$ cat config.mk
export PLATFORM = sky130hd
export DESIGN_NAME = bnn_fc_engine
export DESIGN_NICKNAME = d
export VERILOG_FILES = /design/src/rtl/bnn_pkg.sv /design/src/rtl/bnn_xnor_popcnt.sv /design/src/rtl/bnn_fc_engine.sv
export SDC_FILE = /design/constraint.sdc
export NUM_CORES = 1
export LEC_CHECK = 0
export ABC_AREA = 1
export CORE_MARGIN = 1.5
export CORE_UTILIZATION = 60
export CTS_BUF_LIST = sky130_fd_sc_hd__clkbuf_16
export CTS_CLUSTER_DIAMETER = 120
export CTS_CLUSTER_SIZE = 30
export DETAILED_ROUTE_END_ITERATION = 10
export PLACE_DENSITY = 0.92
export SETUP_SLACK_MARGIN = 0.5
export SLEW_MARGIN = 0
export SYNTH_ARGS = -nofsm -noshare
export SYNTH_HDL_FRONTEND = slang
export SYNTH_SLANG_ARGS = --single-unit
$ cat constraint.sdc
create_clock -name clk -period 19.9 [get_ports clk]
set_input_delay 5.97 -clock clk [delete_from_list [all_inputs] [get_ports clk]]
set_output_delay 5.97 -clock clk [all_outputs]
set_load 0.02 [all_outputs]
$ cat src/rtl/bnn_pkg.sv
`default_nettype none
// ============================================================================
// Module      : bnn_pkg
// Description : Shared definitions for the binary fully-connected engine:
//               FSM state encoding, accumulator saturation limits and an
//               adder-tree popcount over a fixed 256-bit window.
// Revision    : 1.0 - initial release
// ============================================================================
package bnn_pkg;

    typedef enum logic [1:0] {
        IDLE = 2'd0,
        ACC  = 2'd1,
        HOLD = 2'd2
    } state_t;

    // Widest activation vector the popcount helper accepts.
    localparam int c_POP_MAX_BITS = 256;

    // Largest value a w-bit two's-complement accumulator can hold.
    function automatic longint sat_hi(input int w);
        return (64'sd1 <<< (w - 1)) - 64'sd1;
    endfunction

    // Smallest value a w-bit two's-complement accumulator can hold.
    function automatic longint sat_lo(input int w);
        return -(64'sd1 <<< (w - 1));
    endfunction

    // Pairwise reduction: each pass halves the number of partial sums, so
    // the logic elaborates as a balanced adder tree rather than a chain.
    // Callers zero-extend narrower vectors; padding bits contribute nothing.
    function automatic logic [8:0] popcount(input logic [c_POP_MAX_BITS-1:0] v);
        logic [8:0] s [c_POP_MAX_BITS];
        for (int i = 0; i < c_POP_MAX_BITS; i++) begin
            s[i] = {8'd0, v[i]};
        end
        for (int w = c_POP_MAX_BITS / 2; w >= 1; w = w / 2) begin
            for (int i = 0; i < w; i++) begin
                s[i] = s[2*i] + s[2*i+1];
            end
        end
        return s[0];
    endfunction

endpackage
`default_nettype wire

$ cat src/rtl/bnn_xnor_popcnt.sv
`default_nettype none
// ============================================================================
// Module      : bnn_xnor_popcnt
// Description : One neuron's per-beat contribution for a binary dot product.
//               Activations and weights encode +1 as 1 and -1 as 0, so the
//               signed product sum is 2*popcount(xnor) - IN_BITS.
// Ports       : act [IN_BITS]  binary activations
//               w   [IN_BITS]  binary weights of this neuron
//               c   [C_W]      signed contribution, -IN_BITS..+IN_BITS
// Revision    : 1.0 - initial release
// ============================================================================
module bnn_xnor_popcnt
    import bnn_pkg::*;
#(
    parameter int IN_BITS = 32,
    parameter int C_W     = $clog2(IN_BITS) + 2
) (
    input  logic [IN_BITS-1:0]    act,
    input  logic [IN_BITS-1:0]    w,
    output logic signed [C_W-1:0] c
);

    logic [IN_BITS-1:0] w_match;
    logic [8:0]         w_pop;

    assign w_match = ~(act ^ w);
    assign w_pop   = popcount(c_POP_MAX_BITS'(w_match));

    // The intermediate 2*pop may not fit C_W as a signed value, but the
    // difference always does, so modular arithmetic gives the right result.
    assign c = signed'(C_W'({w_pop, 1'b0}) - C_W'(IN_BITS));

endmodule
`default_nettype wire

$ cat src/rtl/bnn_fc_engine.sv
`default_nettype none
// ============================================================================
// Module      : bnn_fc_engine
// Description : Binary fully-connected layer engine. Streams activation and
//               weight beats, accumulates a saturating signed dot product for
//               NEURONS neurons in parallel, and presents the sums and their
//               binarised signs with a valid/ready handshake.
// Ports       : clk, rst (synchronous, active-low)
//               cfg_beats          beats per vector, latched on first beat
//               in_valid/in_ready  beat handshake
//               in_act, in_w       activations and per-neuron weights
//               thr                per-neuron signed threshold (optional)
//               out_valid/out_ready result handshake
//               out_sum, out_sign  per-neuron sums and sign bits
// Options     : BNN_FC_THRESH_EN - adds the thr port; otherwise thresholds
//               are zero.
// Revision    : 1.0 - initial release
// ============================================================================
module bnn_fc_engine
    import bnn_pkg::*;
#(
    parameter int IN_BITS = 32,
    parameter int NEURONS = 8,
    parameter int ACC_W   = 16
) (
    input  logic                       clk,
    input  logic                       rst,
    input  logic [15:0]                cfg_beats,
    input  logic                       in_valid,
    output logic                       in_ready,
    input  logic [IN_BITS-1:0]         in_act,
    input  logic [NEURONS*IN_BITS-1:0] in_w,
`ifdef BNN_FC_THRESH_EN
    input  logic [NEURONS*ACC_W-1:0]   thr,
`endif
    output logic                       out_valid,
    input  logic                       out_ready,
    output logic [NEURONS*ACC_W-1:0]   out_sum,
    output logic [NEURONS-1:0]         out_sign
);

    localparam int c_C_W   = $clog2(IN_BITS) + 2;
    // One bit wider than either operand so acc + c can never wrap before
    // it is clamped.
    localparam int c_SUM_W = ((ACC_W > c_C_W) ? ACC_W : c_C_W) + 1;
    localparam logic signed [c_SUM_W-1:0] c_SUM_HI = c_SUM_W'(sat_hi(ACC_W));
    localparam logic signed [c_SUM_W-1:0] c_SUM_LO = c_SUM_W'(sat_lo(ACC_W));

    state_t                  r_state;
    logic [15:0]             r_beats;
    logic [15:0]             r_cnt;
    logic                    r_in_ready;
    logic                    r_out_valid;
    logic [NEURONS-1:0]      r_sign;
    logic signed [ACC_W-1:0] r_acc [NEURONS];

    logic signed [ACC_W-1:0] w_sat [NEURONS];
    logic [NEURONS-1:0]      w_sign;
    logic                    w_accept;
    logic                    w_first;
    logic                    w_last;
    logic [15:0]             w_cfg_beats;

    assign w_accept    = in_valid && r_in_ready;
    assign w_first     = (r_state == IDLE);
    assign w_cfg_beats = (cfg_beats == 16'd0) ? 16'd1 : cfg_beats;
    assign w_last      = w_first ? (w_cfg_beats == 16'd1)
                                 : (r_cnt + 16'd1 == r_beats);

    for (genvar n = 0; n < NEURONS; n++) begin : g_neuron
        logic signed [c_C_W-1:0]   w_c;
        logic signed [ACC_W-1:0]   w_base;
        logic signed [ACC_W-1:0]   w_thr;
        logic signed [c_SUM_W-1:0] w_sum;

        bnn_xnor_popcnt #(
            .IN_BITS (IN_BITS),
            .C_W     (c_C_W)
        ) u_xnor_popcnt (
            .act (in_act),
            .w   (in_w[n*IN_BITS +: IN_BITS]),
            .c   (w_c)
        );

        // The first beat of a vector loads rather than accumulates, and is
        // clamped too in case a single beat already exceeds ACC_W.
        assign w_base = w_first ? '0 : r_acc[n];
        assign w_sum  = {{(c_SUM_W-ACC_W){w_base[ACC_W-1]}}, w_base}
                      + {{(c_SUM_W-c_C_W){w_c[c_C_W-1]}}, w_c};
        assign w_sat[n] = (w_sum > c_SUM_HI) ? ACC_W'(c_SUM_HI) :
                          (w_sum < c_SUM_LO) ? ACC_W'(c_SUM_LO) :
                                               w_sum[ACC_W-1:0];

`ifdef BNN_FC_THRESH_EN
        assign w_thr = thr[n*ACC_W +: ACC_W];
`else
        assign w_thr = '0;
`endif
        assign w_sign[n] = (w_sat[n] >= w_thr);

        // The accumulator is frozen in HOLD, so it doubles as the result.
        assign out_sum[n*ACC_W +: ACC_W] = r_acc[n];
    end

    always_ff @(posedge clk) begin
        if (!rst) begin
            r_state     <= IDLE;
            r_beats     <= 16'd0;
            r_cnt       <= 16'd0;
            r_in_ready  <= 1'b0;
            r_out_valid <= 1'b0;
            r_sign      <= '0;
            for (int i = 0; i < NEURONS; i++) begin
                r_acc[i] <= '0;
            end
        end else if (r_state == HOLD) begin
            if (out_ready) begin
                r_state     <= IDLE;
                r_out_valid <= 1'b0;
                r_in_ready  <= 1'b1;
            end
        end else begin
            r_in_ready <= 1'b1;
            if (w_accept) begin
                for (int i = 0; i < NEURONS; i++) begin
                    r_acc[i] <= w_sat[i];
                end
                r_cnt <= w_first ? 16'd1 : r_cnt + 16'd1;
                if (w_first) begin
                    r_beats <= w_cfg_beats;
                end
                if (w_last) begin
                    r_state     <= HOLD;
                    r_in_ready  <= 1'b0;
                    r_out_valid <= 1'b1;
                    r_sign      <= w_sign;
                end else begin
                    r_state <= ACC;
                end
            end
        end
    end

    assign in_ready  = r_in_ready;
    assign out_valid = r_out_valid;
    assign out_sign  = r_sign;

endmodule
`default_nettype wire

; Yosys cells after proc, flatten, opt, wreduce, memory -nomap -nowiden
; Memory sizes are Yosys's and may differ from the RTL's.
; Cells that the tools add are included.
[totals]
reg_bits = 44
ramBits = 128
out_inout_bits = 138
word_cells = 387
mem_count = 1
[op_classes]
n_addsub = 265
order_cmp = 24
eq_ne = 4
muxes = 52
n_bitwise = 25
n_reduce_logical = 10
[memory_table]
columns = memory, words, word_bits, read_ports, rd_ports_with_merged_regs, write_ports, line_no
row1 = r_acc, 8, 16, 8, 0, 8, bnn_fc_engine.sv:55  ; logic signed [ACC_W-1:0] r_acc [NEURONS];
[ops]
columns = op, count
row1 = $add A6 B6 Y6, 120
row2 = $mux W16, 34
row3 = $add A1 B1 Y2, 128
row4 = $not A32 Y32, 8
row5 = $xor A32 B32 Y32, 8
row6 = $add A16 B7 Y17, 8
row7 = $gt A17 B16 Y1 const B, 8
row8 = $lt A17 B16 Y1 const B, 8
row9 = $ge A16 B1 Y1 const B, 8
row10 = $sub A7 B6 Y7 const B, 8
row11 = $add A16 B1 Y16 const B, 1
row12 = $eq A16 B1 Y1 const B, 1
row13 = $eq A16 B16 Y1, 1
row14 = $logic_not A16 Y1, 1
row15 = $mux W1, 14
row16 = $reduce_and A3 Y1, 3
row17 = $mux W2, 4
row18 = $or A1 B1 Y1, 8
row19 = $reduce_and A2 Y1, 2
row20 = $reduce_bool A2 Y1, 2
row21 = $eq A2 B2 Y1 const B, 1
row22 = $logic_not A2 Y1, 1
row23 = $ne A2 B2 Y1 const B, 1
row24 = $logic_and A1 B1 Y1, 1
row25 = $not A1 Y1, 1

; Logic depth before layout (Yosys ltp)
; Gate-level depths: netlist of the first run.
[logic_depth]
ltp_word = 13
ltp_mapped = 36
mapped_depth_nobuf = 34

; Modules after synthesis
; From an unflattened synthesis of the first run, not the netlist that was laid out.
[hier_totals]
hier_cells = 3088
area_unflattened_um2 = 24462.2
[by_module_without_submodules]
columns = mod, n_inst, cells_each, area_per_inst_um2, seq_area_each_um2
row1 = bnn_fc_engine, 1, 1912, 14121.0, 4724.5
row2 = bnn_xnor_popcnt at g_neuron[0].u_xnor_popcnt ..., 5, 147, 1295.0, 0.0
row3 = bnn_xnor_popcnt at g_neuron[4].u_xnor_popcnt ..., 3, 147, 1288.7, 0.0

; Worst setup path after synthesis of the first run
; No wires, ideal clock.
[synth_path]
path_kind = input to register
from = input port in_act[28]
to = memory r_acc[7][0] (netlist: r_acc[1][48]) (data pin)
setup_ns = 0.257
arrival_time_ns = 11.789
t_required_ns = 19.643
path_slack_ns = 7.854
cell_stages = 33
n_path_buf = 2
cell_sequence = clkbuf_1 -> xnor2_1 -> ha_1 -> inv_1 -> fa_1 -> inv_1 -> fa_1 -> inv_1 -> fa_1 -> inv_1 -> fa_1 -> fa_1 -> ha_1 -> fa_1 -> nand3_1 -> nand3_1 -> inv_1 -> nand3_2 -> nand2_2 -> ha_1 -> a21oi_1 -> inv_1 -> nand3_1 -> nand2_1 -> nand2_1 -> nand3_1 -> nand2_1 -> nand2_2 -> inv_2 -> nand2_2 -> buf_6 -> nand3_1 -> nand2_1
[synth_rtl]
columns = item, line_no
row1 = "start, declared", bnn_fc_engine.sv:31  ; input logic [IN_BITS-1:0] in_act,
row2 = "end, declared", bnn_fc_engine.sv:55

==> reports/metrics.cfg, run 1 <==
[synth]
syn-num-nets = 4232
synthTopCellsByArea = fa_1 16%, edfxtp_1 14%, ha_1 14%, xnor2_1 10%, inv_1 9.4%
synth_cell_types = 52
synth_cells = 3411
synth_largest_area_cell = fa_1
synth_seq_cells = 172
seq_area_frac_synth_pct = 17.68
syn-cell-area_um2 = 26730
netlist.area_leader.share_pct = 16.18
ys_warn_count = 0
synth.avg_cell_area_um2 = 7.835

[worst_setup_path]
cp-end-kind = flip-flop
critical_path_class = input pin to flip-flop
crit_top_cell = fa_1
arrival_ps = 13330
crit_path_max_fanout = 15
cp.required_ps = 20200
crit_slowest_cell = clkdlybuf4s50_1
slowest_delay_ps = 800
start_kind = input pin
cp_num_buf_inv = 6
r2r.worst_path.cells = 15
path_depth = 29
critical_path.top_delay_family = adder cells

[sta]
skew_ps = 21.68
tightest_slew_ps = 1147
relSlewSlack_pct = 23.54
finalSetupViolations = 0
setup_ws_ps = 6864
fmax_mhz = 76.71
hold_viol = 0
period_needed_ps = 13040
slew_viol_final = 0
grt_setup_unrepaired = no
fin_setup_tns_ps = 0
period_share_pct = 65.51

[routing]
num_vias = 24085
firstDrtPassIters = 6
routed_wl_um = 81780
drt_first_iter_violations = 1907
viasPerCell = 5.442
postRouteAntennaNets = 0
drc = 0
wl_per_cell_um = 18.48

[clock_tree]
post_cts_resized = 0
cts_root_buf = clkbuf_16
clock_latency_ps = 480
cts.hold.buffers_added = 0
cts_tree = yes
max-clock-path-buffers = 2
postCtsSetupBuffers = 0
htree_levels = 4
cts_made_buffers = 17
path_clk_slew_ps = 80
clock_sinks = 172

[die]
initial_utilization_pct = 60.57
die_h_um = 214.1
core_area_um2 = 44120
dieArea_um2 = 45820
die_x_um = 214.1
core.rowCount = 77
ioPinCount = 446

[placed_design]
detailed_place_hpwl_um = 67360
dp_slack_ps = 6454
portBuffers = 445
place.gp.congestion = 1.034

[final_layout]
drive_gt1_share_pct = 6.176
final_core_util_pct = 73.12
layout_commonest_cell = inv_1
nets = 4629
final_cell_mix = 672 x inv_1, 647 x nand2_1, 444 x clkdlybuf4s50_1, 307 x xnor2_1, 297 x ha_1
nFillCells = 3388
area_growth_pct = 20.73

[grt]
grt_pass1_vias = 24964
grt_util_all_layers_pct = 35.96
grt-ovfl-total = 0
antenna_found_initial = 11
grt_max_degree = 81
grt_pass1_wl_um = 129200

[min_path]
hp-class = flip-flop to flip-flop
hold_path_depth = 2

[run]
cap_violations = 0

[status]
status = completed

==> cells in the mapped netlist (all sizes together) <==
master  instances
a211oi          5
a21boi          9
a21o            1
a21oi         142
a32o            1
and2            2
buf            38
clkbuf         40
clkinv          1
dfxtp          44
edfxtp        128
fa            216
ha            297
inv           698
nand2         718
nand3         285
nand3b         25
nand4          32
nor2          231
nor3           18
nor4            2
o211ai          1
o21ai          59
o21bai         22
o221ai          1
o22ai          13
o31ai           2
or2             3
xnor2         307
xnor3           2
xor2           68
==> layer usage <==
layer	vias to the layer above	track usage, %	part of all wire (%)
li1	11443	-	-
met1	11418	43.72	39
met2	1017	61.94	48
met3	205	7.702	8.1
met4	2	14.72	4.5
met5	-	0	0.016
==> worst paths after layout <==
check / start / to / slack, ps
min reg2reg: out_sign[0]$_SDFFE_PN0P_ / out_sign[0]$_SDFFE_PN0P_ / 470
max: in_act[25] / r_acc[1][50]$_SDFFCE_PN0P_ / 6860
max reg2reg: r_state[0]$_SDFFE_PN0P_ / r_acc[0][51]$_SDFFCE_PN0P_ / 15730
min: out_sign[0]$_SDFFE_PN0P_ / out_sign[0]$_SDFFE_PN0P_ / 470
==> logic make-up after synthesis <==
family / Yosys count / synth area share, %
and+or+nand+nor: 1316 / 22.95
xor gates and xnor gates: 377 / 12.46
adders and majority gates: 513 / 30.08
buffers and inverters: 777 / 11.32
DFF: 172 / 17.68
AOI/OAI and AO/OA: 256 / 5.501
==> worst reg2reg max path, delay by kind of cell (launching register included) <==
| kind | cells | cell delay (ps) |
|---|---|---|
| adders and majority gates | 1 | 490 |
| DFF | 1 | 450 |
| AOI/OAI and AO/OA | 2 | 650 |
| buffers and inverters | 2 | 840 |
| and+or+nand+nor | 10 | 1510 |
==> cell type report <==
class	instances	area (um^2)	share of cell area, %
Multi-Input combinational cell	2462	18990	58.87
Sequential cell	172	4725	14.64
Timing Repair Buffer	456	4532	14.05
Inverter	699	2626	8.139
Tap cell	592	740.7	2.296
Clock buffer	19	475.5	1.474
Clock inverter	13	140.1	0.4343
Antenna cell	13	32.53	0.1008
==> sequential cells by signal, summed over array words and instances, names as in the netlist <==
signal     flops
in_ready       1
r_beats       16
r_cnt         16
r_state        2
r_acc        128
out_sign       8
out_valid      1
==> through the flow <==
| stage | instance area [um^2] | hold slack [ps] | instances |
|---|---|---|---|
| floorplan | 26730 | 470.7 | 3411 |
| global placement | 31620 | 451.2 | 4381 |
| detailed placement | 31620 | 456.6 | 4381 |
| CTS | 32230 | 467.6 | 4413 |
| global route | 32260 | 505.9 | 4424 |
| finish | 32270 | 466.8 | 4426 |
Power of run 1 is not shown: default switching activity piles up to over one toggle a cycle in this logic, so the estimate is an artifact.
==> run 2, diff against run 1 <==
--- a/config.mk
+++ b/config.mk
@@ -7,12 +7,12 @@
 export LEC_CHECK = 0
 export ABC_AREA = 1
 export CORE_MARGIN = 1.5
-export CORE_UTILIZATION = 60
+export CORE_UTILIZATION = 56
 export CTS_BUF_LIST = sky130_fd_sc_hd__clkbuf_16
 export CTS_CLUSTER_DIAMETER = 120
 export CTS_CLUSTER_SIZE = 30
 export DETAILED_ROUTE_END_ITERATION = 10
-export PLACE_DENSITY = 0.92
+export PLACE_DENSITY = 0.86
 export SETUP_SLACK_MARGIN = 0.5
 export SLEW_MARGIN = 0
 export SYNTH_ARGS = -nofsm -noshare
==> constraint.sdc (replaced) <==
create_clock -name clk -period 12.68 [get_ports clk]
set_input_delay 3.804 -clock clk [delete_from_list [all_inputs] [get_ports clk]]
set_output_delay 3.804 -clock clk [all_outputs]
set_load 0.02 [all_outputs]
==> run 2 against run 1 <==
Count of clock-buffer cells in the layout did not move. Final cell count rose by 0.20%. First-iteration DRC count increased by 3.5%. Register-to-register slack got worse by 7100 ps. Routed wire length decreased by 2.9%. Clock skew is 10 ps lower. Core utilization decreased by 4.3 points. Sequential cell count unchanged. Global-route usage down 3.3 points. Final area decreased by 0.11%. Critical path depth is the same. Non-clock buffer count unchanged. Critical endpoint is now r_acc[0][48]$_SDFFCE_PN0P_.
==> reports/metrics.cfg, run 2 (synthesis gave the netlist of run 1 again) <==
[min_path]
holdPathEnd = out_valid$_SDFFE_PN0P_
hold_path_depth = 2  ; unchanged
min_from = out_valid$_SDFFE_PN0P_
hp-class = flip-flop to flip-flop

[clock_tree]
clock_latency_ps = 480  ; about the same
cts.hold.buffers_added = 0  ; unchanged
clock_sinks = 172  ; unchanged
htree_levels = 4  ; unchanged
cts_made_buffers = 17  ; unchanged
path_clk_slew_ps = 80  ; about the same
max-clock-path-buffers = 2  ; unchanged
cts_tree = yes
post_cts_resized = 0  ; unchanged
postCtsSetupBuffers = 0  ; unchanged
cts_root_buf = clkbuf_16

[worst_setup_path]
start_kind = input pin
crit_top_cell = nand2_1
slowest_delay_ps = 850  ; +50 ps
cp-end-kind = flip-flop
r2r.worst_path.cells = 16  ; +1
cp.required_ps = 13010  ; -7190 ps
r2r_end = r_acc[0][48]$_SDFFCE_PN0P_
arrival_ps = 11210  ; -2120 ps
reg2reg_from = r_state[0]$_SDFFE_PN0P_
ff2ff_setup_slack_ps = 8630  ; -7100 ps
crit_slowest_cell = clkdlybuf4s50_1
crit_path_max_fanout = 18  ; +3
critical_path_class = input pin to flip-flop

[routing]
routed_wl_um = 79420  ; -2.9%
drt_first_iter_violations = 1974  ; +3.5%
viasPerCell = 5.441  ; about the same
drc = 0  ; unchanged
postRouteAntennaNets = 0  ; unchanged
num_vias = 24131  ; +0.19%
firstDrtPassIters = 7  ; +1
wl_per_cell_um = 17.91  ; -3.1%

[final_layout]
multi_input_area_um2 = 18990  ; unchanged
drive_gt1_share_pct = 6.150  ; -0.026 points
largest_reg_flops = 128  ; unchanged
final_cell_mix = 672 x inv_1, 647 x nand2_1, 444 x clkdlybuf4s50_1, 307 x xnor2_1, 297 x ha_1
nets = 4629  ; unchanged
top_register = r_acc
area_growth_pct = 20.60
regArea_um2 = 4725  ; unchanged
nFillCells = 3786  ; +12%
layout_commonest_cell = inv_1
reg.largest.list = r_acc (128), r_beats (16), r_cnt (16)

[grt]
grt_util_all_layers_pct = 32.67  ; -3.3 points
grt_pass1_vias = 24281  ; -2.7%
grt-ovfl-total = 0  ; unchanged
antenna_found_initial = 7  ; -4
grt_max_degree = 76  ; -6.2%
grt_pass1_wl_um = 125300  ; -3.0%

[sta]
hold_viol = 0  ; unchanged
slew_viol_final = 0  ; unchanged
period_share_pct = 85.77
fin_setup_tns_ps = 0  ; unchanged
period_needed_ps = 10880
skew_ps = 11.54  ; -10.14 ps
fmax_mhz = 91.95
finalSetupViolations = 0  ; unchanged
hold_slack_ps = 470.3  ; +3.467 ps
relSlewSlack_pct = 29.69  ; +6.1 points
grt_setup_unrepaired = no
tightest_slew_ps = 1055  ; -92.25 ps

[die]
ioPinCount = 446  ; unchanged
core.rowCount = 79  ; +2.6%
core_area_um2 = 46850  ; +6.2%
die_x_um = 221.5  ; +3.5%
dieArea_um2 = 49040  ; +7.0%
initial_utilization_pct = 57.04  ; -3.5 points
die_h_um = 221.5  ; +3.5%

[placed_design]
place.gp.congestion = 1.065  ; +3.0%
portBuffers = 445  ; unchanged
detailed_place_hpwl_um = 65870  ; -2.2%

[run]
cap_violations = 0  ; unchanged

[status]
status = completed

[run 2: cell count changes in the layout (fill, tap and decap cells not counted)]
cell	before	now
diode_2	13	7
clkinv_8	3	0
clkinv_4	1	4
inv_2	25	27
clkinv_2	1	0
inv_8	3	2
clkinv_1	1	2
inv_4	1	2
inv_6	5	3
[run 2: how the worst max path moves through the flow]
stage	from	to	slack, ps	depth (start not counted)
final	in_act[9]	r_acc[0][48]$_SDFFCE_PN0P_	1800	29
after global placement	in_act[9]	r_acc[0][50]$_SDFFCE_PN0P_	1450	26
after floorplan	in_act[28]	r_acc[1][48]$_SDFFCE_PN0P_	2800	33
after CTS	in_act[9]	r_acc[0][48]$_SDFFCE_PN0P_	1830	28
after global routing	in_act[9]	r_acc[0][48]$_SDFFCE_PN0P_	1320	27
after detailed placement	in_act[9]	r_acc[0][48]$_SDFFCE_PN0P_	1330	28
[run 2: per-layer routing]
layer | vias up | GRT usage [%] | wire length (um)
li1 | 11451 | - | -
met5 | - | 0 | 0
met3 | 183 | 5.909 | 6731
met1 | 11518 | 40.35 | 31340
met4 | 0 | 12.35 | 2889
met2 | 979 | 56.80 | 38450
[run 2: metrics by stage]
stage | std cells | utilization (%) | worst slack (ps) | instance area (um^2)
3_5_place_dp | 4396 | 67.52 | 1328 | 31640
5_1_grt | 4433 | 68.78 | 1320 | 32230
6_report | 4435 | 68.79 | 1805 | 32230
4_1_cts | 4428 | 68.76 | 1833 | 32210
3_3_place_gp | 4396 | 67.52 | 1450 | 31640
2_1_floorplan | 3411 | - | 2800 | 26730
[run 2: worst max-delay path, delay by kind of cell]
| kind | cells | cell delay [ps] |
|---|---|---|
| fa+ha+maj | 9 | 3760 |
| simple gates | 12 | 1860 |
| xor+xnor | 1 | 380 |
| compound gates | 1 | 180 |
| buf+inv | 6 | 1180 |
[run 2: final cells by class]
class | count | area share (%)
antenna | 7 | 0.05435
clock buffer | 19 | 1.475
clock inverter | 13 | 0.3144
inverter | 699 | 8.148
multi-input combinational | 2462 | 58.93
sequential | 172 | 14.66
tap | 607 | 2.356
timing repair buffer | 456 | 14.06
Power of run 2 is left out for the same reason.
